`src/rtl/ula_serial_ctrl_if.sv`:
```
// ula_serial_ctrl_if: request/response bus between ALU control logic and the serial ALU sequencer
interface ula_serial_ctrl_if #(parameter int WIDTH = 32);
  logic             start;
  logic [2:0]       op;
  logic [WIDTH-1:0] a;
  logic [WIDTH-1:0] b;
  logic             busy;
  logic             done;
  logic [WIDTH-1:0] result;
  logic             zero;
  logic             carry_out;
  logic             op_err;
  modport master (output start, op, a, b, input busy, done, result, zero, carry_out, op_err);
  modport slave (input start, op, a, b, output busy, done, result, zero, carry_out, op_err);
endinterface

```
`src/rtl/ula_serial_ctrl.sv`:
```
// ula_serial_ctrl: bit-serial ALU sequencer driving a 1-bit ULA slice LSB-first
module ula_serial_ctrl #(
  parameter int WIDTH = 32
) (
  input  logic                 clk,
  input  logic                 reset,
  ula_serial_ctrl_if.slave     bus,
  output logic [2:0]           slice_ALUcontrol,
  output logic                 slice_A,
  output logic                 slice_B,
  output logic                 slice_cin,
  output logic                 slice_addSub,
  input  logic                 slice_ALUresult
);
  localparam int AW = $clog2(WIDTH);
  // ERR is a one-cycle bubble so an invalid op reports done two cycles after accept
  typedef enum logic [1:0] {IDLE, RUN, ERR, DONE} state_t;
  state_t           state, state_n;
  logic [WIDTH-1:0] a_q, b_q, res_n, fin;
  logic [2:0]       op_q;
  logic [AW:0]      cnt;
  logic             carry, carry_n, ai, bi, valid, last, slt_bit;
  assign valid   = bus.op inside {3'b000, 3'b001, 3'b010, 3'b110, 3'b111};
  assign ai      = a_q[cnt[AW-1:0]];
  assign bi      = b_q[cnt[AW-1:0]] ^ op_q[2];
  assign carry_n = (ai & bi) | (ai & carry) | (bi & carry);
  assign last    = cnt == (AW+1)'(WIDTH - 1);
  assign res_n   = bus.result | ({{(WIDTH-1){1'b0}}, slice_ALUresult} << cnt);
  // SLT sign corrected by overflow (carry into MSB xor carry out of MSB)
  assign slt_bit = slice_ALUresult ^ carry ^ carry_n;
  assign fin     = op_q == 3'b111 ? {{(WIDTH-1){1'b0}}, slt_bit} : res_n;
  always_ff @(posedge clk)
    state <= reset ? IDLE : state_n;
  always_comb begin
    state_n = state == IDLE ? (bus.start ? (valid ? RUN : ERR) : IDLE)
            : state == RUN  ? (last ? DONE : RUN)
            : state == ERR  ? DONE : IDLE;
  end
  always_comb begin
    bus.busy         = state == RUN;
    bus.done         = state == DONE;
    slice_ALUcontrol = state == RUN ? (op_q == 3'b111 ? 3'b110 : op_q) : 3'b000;
    slice_A          = state == RUN && ai;
    slice_B          = state == RUN && b_q[cnt[AW-1:0]];
    slice_cin        = state == RUN && carry;
    slice_addSub     = slice_ALUcontrol[2];
  end
  always_ff @(posedge clk) begin
    if (reset) begin
      a_q           <= '0;
      b_q           <= '0;
      op_q          <= '0;
      cnt           <= '0;
      carry         <= 1'b0;
      bus.result    <= '0;
      bus.zero      <= 1'b0;
      bus.carry_out <= 1'b0;
      bus.op_err    <= 1'b0;
    end else if (state == IDLE && bus.start) begin
      a_q           <= bus.a;
      b_q           <= bus.b;
      op_q          <= bus.op;
      cnt           <= '0;
      carry         <= bus.op[2] & bus.op[1];
      bus.result    <= '0;
      bus.zero      <= !valid;
      bus.carry_out <= 1'b0;
      bus.op_err    <= !valid;
    end else if (state == RUN) begin
      bus.result <= last ? fin : res_n;
      carry      <= carry_n;
      cnt        <= cnt + 1'b1;
      if (last) begin
        bus.zero      <= fin == '0;
        bus.carry_out <= op_q[1] & carry_n;
      end
    end
  end
endmodule

```
`src/flat_wrapper.sv`:
```
// flat-port wrapper written by rule: the top's interface ports become plain ports
module ula_serial_ctrl_flat 
#(
  parameter int WIDTH = 32
)
  (clk, reset, slice_ALUcontrol, slice_A, slice_B, slice_cin, slice_addSub, slice_ALUresult, bus_start, bus_op, bus_a, bus_b, bus_busy, bus_done, bus_result, bus_zero, bus_carry_out, bus_op_err);
  ula_serial_ctrl_if #(.WIDTH(WIDTH)) bus_i ();
  input  logic clk;
  input  logic reset;
  output logic [2:0] slice_ALUcontrol;
  output logic slice_A;
  output logic slice_B;
  output logic slice_cin;
  output logic slice_addSub;
  input  logic slice_ALUresult;
  input wire logic [$bits(bus_i.start)-1:0] bus_start;
  input wire logic [$bits(bus_i.op)-1:0] bus_op;
  input wire logic [$bits(bus_i.a)-1:0] bus_a;
  input wire logic [$bits(bus_i.b)-1:0] bus_b;
  output wire logic [$bits(bus_i.busy)-1:0] bus_busy;
  output wire logic [$bits(bus_i.done)-1:0] bus_done;
  output wire logic [$bits(bus_i.result)-1:0] bus_result;
  output wire logic [$bits(bus_i.zero)-1:0] bus_zero;
  output wire logic [$bits(bus_i.carry_out)-1:0] bus_carry_out;
  output wire logic [$bits(bus_i.op_err)-1:0] bus_op_err;
  assign bus_i.start = bus_start;
  assign bus_i.op = bus_op;
  assign bus_i.a = bus_a;
  assign bus_i.b = bus_b;
  assign bus_busy = bus_i.busy;
  assign bus_done = bus_i.done;
  assign bus_result = bus_i.result;
  assign bus_zero = bus_i.zero;
  assign bus_carry_out = bus_i.carry_out;
  assign bus_op_err = bus_i.op_err;
  ula_serial_ctrl #(.WIDTH(WIDTH)) u_core (.clk(clk), .reset(reset), .bus(bus_i), .slice_ALUcontrol(slice_ALUcontrol), .slice_A(slice_A), .slice_B(slice_B), .slice_cin(slice_cin), .slice_addSub(slice_addSub), .slice_ALUresult(slice_ALUresult));
endmodule
```
`config.mk`:
```
export PLATFORM = sky130hd
export DESIGN_NAME = ula_serial_ctrl_flat
export DESIGN_NICKNAME = d
export VERILOG_FILES = /design/src/rtl/ula_serial_ctrl_if.sv /design/src/rtl/ula_serial_ctrl.sv /design/src/flat_wrapper.sv
export SDC_FILE = /design/constraint.sdc
export NUM_CORES = 1
export LEC_CHECK = 0
export ABC_AREA = 1
export CORE_MARGIN = 4
export CORE_UTILIZATION = 45
export DETAILED_ROUTE_END_ITERATION = 7
export PLACE_DENSITY_LB_ADDON = 0.08
export SLEW_MARGIN = 20
export SYNTH_ARGS = -nofsm -noshare
export SYNTH_HDL_FRONTEND = slang
export SYNTH_SLANG_ARGS = --single-unit
```
`constraint.sdc`:
```
create_clock -name clk -period 1.82 [get_ports clk]
set_clock_uncertainty 0.15 [all_clocks]
set_input_delay 0.182 -clock clk [delete_from_list [all_inputs] [get_ports clk]]
set_output_delay 0.182 -clock clk [all_outputs]
set_load 0.02 [all_outputs]
```
Word-level counts from Yosys, hierarchy flattened
Cells that the tools add are included.
{"block": "classes", "bitwise": 11, "n_reduce_logical": 14, "eq_ne": 9, "shift": 1, "add_sub_neg": 1, "magnitude_cmp": 1, "n_mux": 19}
{"cell": "32-bit 2-to-1 mux", "n": 2}
{"cell": "32-bit logical NOT", "n": 1}
{"cell": "32-bit OR", "n": 1}
{"cell": "1-bit by 6-bit left shift with 32-bit output", "n": 1}
{"cell": "2-bit 2-to-1 mux", "n": 6}
{"cell": "1-bit binary-select mux with 5-bit select", "n": 2}
{"cell": "3-bit equality test, second input constant", "n": 3}
{"cell": "1-bit 2-to-1 mux", "n": 7}
{"cell": "6-bit by 1-bit adder with 6-bit output, second input constant", "n": 1}
{"cell": "6-bit by 5-bit equality test with 1-bit output, second input constant", "n": 1}
{"cell": "5-bit by 6-bit < comparator with 1-bit output, second input constant", "n": 1}
{"cell": "3-bit 2-to-1 mux", "n": 2}
{"cell": "1-bit AND", "n": 5}
{"cell": "5-bit nonzero test", "n": 1}
{"cell": "2-bit equality test, second input constant", "n": 2}
{"cell": "1-bit logical AND", "n": 4}
{"cell": "2-bit AND reduction", "n": 2}
{"cell": "2-bit nonzero test", "n": 2}
{"cell": "3-bit by 1-bit equality test with 1-bit output, second input constant", "n": 1}
{"cell": "3-bit by 2-bit equality test with 1-bit output, second input constant", "n": 1}
{"cell": "3-bit logical NOT", "n": 1}
{"cell": "1-bit bitwise XOR", "n": 3}
{"cell": "2-bit by 1-bit equality test with 1-bit output, second input constant", "n": 1}
{"cell": "2-bit logical NOT", "n": 1}
{"cell": "other kinds (3)", "n": 4}
{"block": "totals", "inputBits": 71, "out_inout_bits": 44, "word_cells": 66, "regBits": 111}

Longest topological paths before layout
{"block": "depth", "ltp_word": 12, "ltp_mapped": 18, "depth_no_buf": 16}

Worst setup path after synthesis
OpenSTA, ideal clock, no wires.
{"block": "synth_path", "path_kind": "flip-flop to output port", "start": "register u_core.state[1]", "end": "output port slice_ALUcontrol[2]", "stages_incl_launch_ff": 8, "slack_ps": -184, "arrival_time_ps": 1672, "required_ps": 1488, "n_path_buf": 3, "cell_sequence": "dfxtp_1 -> inv_1 -> ha_1 -> clkbuf_1 -> buf_1 -> nand2_1 -> inv_1 -> buf_4"}
{"block": "synth_via", "elab_chain_cells": 2}
{"element": "start, declared", "line_no": "ula_serial_ctrl.sv:18", "rtl": "state_t state, state_n;"}
{"element": "start signal, assigned", "line_no": "ula_serial_ctrl.sv:33", "rtl": "state <= reset ? IDLE : state_n;"}
{"element": "2-bit by 1-bit equality test with 1-bit output"}
{"element": "named net bus_busy", "line_no": "flat_wrapper.sv:20", "rtl": "output wire logic [$bits(bus_i.busy)-1:0] bus_busy;"}
{"element": "3-bit 2-to-1 mux", "line_no": "ula_serial_ctrl.sv:42", "rtl": "slice_ALUcontrol = state == RUN ? (op_q == 3'b111 ? 3'b110 : op_q) : 3'b000;"}
{"element": "end, declared", "line_no": "flat_wrapper.sv:10", "rtl": "output logic [2:0] slice_ALUcontrol;"}
The timed path passes the listed nets, and every way through them passes these cells.

Final worst setup path
{"block": "layout_path", "start": "register u_core.cnt[0]", "end": "output port slice_A"}
{"block": "layout_via", "elab_chain_cells": 3}
{"element": "start, declared", "line_no": "ula_serial_ctrl.sv:21", "rtl": "logic [AW:0] cnt;"}
{"element": "start signal, assigned", "line_no": "ula_serial_ctrl.sv:72", "rtl": "cnt <= cnt + 1'b1;"}
{"element": "1-bit binary-select mux with 5-bit select", "line_no": "ula_serial_ctrl.sv:24", "rtl": "assign ai = a_q[cnt[AW-1:0]];"}
{"element": "1-bit 2-to-1 mux (not written as such)", "line_no": "ula_serial_ctrl.sv:24"}
{"element": "1-bit logical AND", "line_no": "ula_serial_ctrl.sv:43", "rtl": "slice_A = state == RUN && ai;"}
{"element": "end, declared", "line_no": "flat_wrapper.sv:11", "rtl": "output logic slice_A;"}
Every way passes these cells. The select of a mux whose other input is x is not followed.

==> impl_metrics.json <==
{
  "status": "complete, but fails checks",
  "violations": "negative setup slack",
  "finalNonFillerCells": 1130,
  "antenna_found_initial": 0,
  "worstPathRequired_ns": 1.49,
  "synth_seq_cells": 111,
  "met2_usage_pct": 38.2,
  "ys_seq_area_share_pct": 42.2,
  "r2r_slack_ns": -0.32,
  "max_cap_violations": 0,
  "final_nets": 1058,
  "synth.area.top_cells": "dfxtp_1 (42%), nor2_1 (9.5%), nand2_1 (9.0%), a21oi_1 (7.6%), o21ai_0 (7.6%)",
  "grt_pass1_vias": 5238,
  "avgViaCountPerCell": 5.04,
  "dp.cells": 1095,
  "fillerInstances": 980,
  "synth_top_area_cell": "dfxtp_1",
  "endpoint_kind": "output pin",
  "worst_slew_pin_slew_ns": 0.365,
  "grt_pass1_wl_mm": 24.5,
  "die_w_um": 116,
  "htreeDepth": 3,
  "syn-cell-area_sq_um": 5270,
  "critPathLaunchType": "flop",
  "netlist_instances": 779,
  "hpwl_mm": 11.2,
  "grt_usage_pct": 22.6,
  "die_h_um": 116,
  "drtPass1Iterations": 5,
  "worstPathCellList": "buf_12 -> inv_16 -> buf_4 -> nand2_1 -> nand3_1 -> nand3_1 -> nand2_1 -> nor2_1 -> nand2_1 -> nand2_2 -> nor2_1 -> buf_4",
  "clkSinkCount": 111,
  "synth.top_cell.area_share_pct": 42.2,
  "drtAntennaViolNets": 0,
  "crit_top_cell": "nand2_1",
  "grt_max_degree": 67,
  "rows": 39,
  "power.density_nw_per_um2": 730,
  "hold_violations": 0,
  "relSlewSlack_pct": 75.4,
  "rr_endpoint": "u_core.carry$_SDFFE_PP0P_",
  "cts_buffers": 9,
  "postSynthAreaPerCell_sq_um": 6.77,
  "crit_arrival_ns": 1.87,
  "p_leak_nw": 3.42,
  "max_clock_freq_mhz": 453,
  "slowest_stage": "dfxtp_4",
  "holdWs_ns": 0.294,
  "setup_violations": 38,
  "cts-root-buf": "clkbuf_16",
  "path_clk_slew_ns": 0.07,
  "synth_cell_types": 29,
  "crit_fanout": 21,
  "cts_tree": "done",
  "finalCritPeriodShare_pct": 121,
  "remaining_drc_errors": 0,
  "core_area_sq_um": 11400,
  "critPathCapture": "slice_A",
  "drt-total-wl_mm": 15.9,
  "yosys_warnings": 0,
  "clk_latency_ns": 0.36,
  "layout_setup_ws_ns": -0.386,
  "drt_iter0_drc": 288,
  "ios": 115,
  "die-area_sq_um": 13500,
  "routabilityCongestion": 0.916,
  "grtUsageMet1_pct": 29.3,
  "wl_per_cell_um": 14.1,
  "vias": 5695,
  "gr-usage-met3_pct": 3.26,
  "crit_path_max_incr_delay_ns": 0.40,
  "initial_utilization_pct": 46.2,
  "grt-busiest-layer": "met2",
  "numPortBuffers": 114,
  "rsz0062_at_grt": "yes",
  "criticalPathCategory": "flop to output pin",
  "drv_slew": 0,
  "crit_start": "u_core.cnt[0]$_SDFFE_PP0P_",
  "grt_overflow_total": 0,
  "final.min_clock_period_ns": 2.21,
  "r2r_start": "u_core.cnt[0]$_SDFFE_PP0P_",
  "ctsHoldBuffers": 0,
  "cts_buffer_depth": 2,
  "drive_above_1_share_pct": 21.0,
  "area_growth_pct": 52.6,
  "vdd_ir_drop_max_mv": 0.555,
  "hp-class": "primary input to flop",
  "rr_worst_depth": 17,
  "syn_nets": 855,
  "num_antenna_cells": 0
}
[cells in the mapped netlist (all sizes together)]
library cell  instances
nand3                65
o21ai                84
nand2               132
nor2                136
nor3                  5
nand4                14
buf                  21
clkbuf               22
dfxtp               111
inv                  96
a31oi                 1
xnor2                 2
ha                    5
or2                   1
nor4                  2
a21oi                80
mux2                  1
a41oi                 1
[worst max-delay path: cells and delay by family, from the launching register on]
kind                   cells  cell delay, ns
AND/OR/NAND/NOR            8            0.62
flip-flops                 1            0.40
buffers and inverters      4            0.49
[repair_timing]
action | 4_1_cts | 5_1_grt
setup buffers | 6 | 7
pin swaps | 4 | 16
gates resized for setup | 54 | 51
endpoints found under the setup margin | 45 | 85
gates cloned | 2 | 5
[power breakdown]
| group | internal [mW] | switching, mW | total, mW |
|---|---|---|---|
| Clock | 1.18 | 0.907 | 2.09 |
| Sequential | 2.58 | 0.0813 | 2.66 |
| Combinational | 0.566 | 0.559 | 1.13 |
| Total | 4.33 | 1.55 | 5.87 |
[sequential cells by signal, summed over array words and instances (netlist names), 2 cells and up]
register	flops
u_core.a_q	32
u_core.b_q	32
u_core.bus.result	32
u_core.cnt	6
u_core.op_q	3
u_core.state	2
[routing by layer]
metal  vias up  part of all wire (%)
met2       148                    49
met1      2622                    45
met4         0                   1.9
met5         -                     0
met3        22                   4.3
li1       2903                     -
[per-stage QoR]
stage                     area, sq um  util [%]  setup TNS, ns  power, mW  setup slack, ns
after floorplan                  5280         -              0       3.20           0.0301
after global placement           7210      63.1          -8.24       3.61           -0.526
after detailed placement         7210      63.1          -9.93       3.64           -0.539
after CTS                        7760      68.0          -5.67       5.79           -0.344
after global routing             8050      70.5         -10.71       6.14           -0.476
final                            8050      70.5          -6.84       5.87           -0.386
[cell families after synthesis]
logic type,after synthesis,synth area share (%)
and+or+nand+nor,355,28.9
AOI/OAI and AO/OA,166,15.9
buffers and inverters,139,11.3
DFF,111,42.2
adders and majority gates,5,1.19
xor gates and xnor gates,2,0.332
muxes,1,0.214
[placed cells by master, fill, tap and decap left out, drive strengths merged, types with 5 or more instances in the layout]
cell	instances
nand4	14
nand2	132
ha	5
o21ai	84
clkdlybuf4s50	105
nand3	65
dfxtp	111
clkbuf	17
nor2	136
a21oi	80
buf	122
inv	97
nor3	5
[how the worst min path moves through the flow]
stage | slack, ns | to | from | depth (start not counted)
floorplan | 0.10 | u_core.bus.op_err$_SDFFE_PP0P_ | reset | 1
global placement | 0.29 | u_core.a_q[28]$_SDFFE_PP0P_ | u_core.a_q[28]$_SDFFE_PP0P_ | 2
detailed placement | 0.30 | u_core.a_q[28]$_SDFFE_PP0P_ | u_core.a_q[28]$_SDFFE_PP0P_ | 2
CTS | 0.28 | u_core.b_q[6]$_SDFFE_PP0P_ | bus_b[6] | 3
global route | 0.31 | u_core.b_q[15]$_SDFFE_PP0P_ | bus_b[15] | 3
finish | 0.29 | u_core.b_q[6]$_SDFFE_PP0P_ | bus_b[6] | 3
[area by class of cell]
class                      count  area, sq um  area share, %
clock buffer                  12          267           3.31
clock inverter                 4         51.3          0.638
inverter                      96          377           4.68
multi-input combinational    529         2650           33.0
sequential                   111         2230           27.7
tap                          143          179           2.22
timing repair buffer         235         2290           28.5
(Power assumes the default switching activity.)
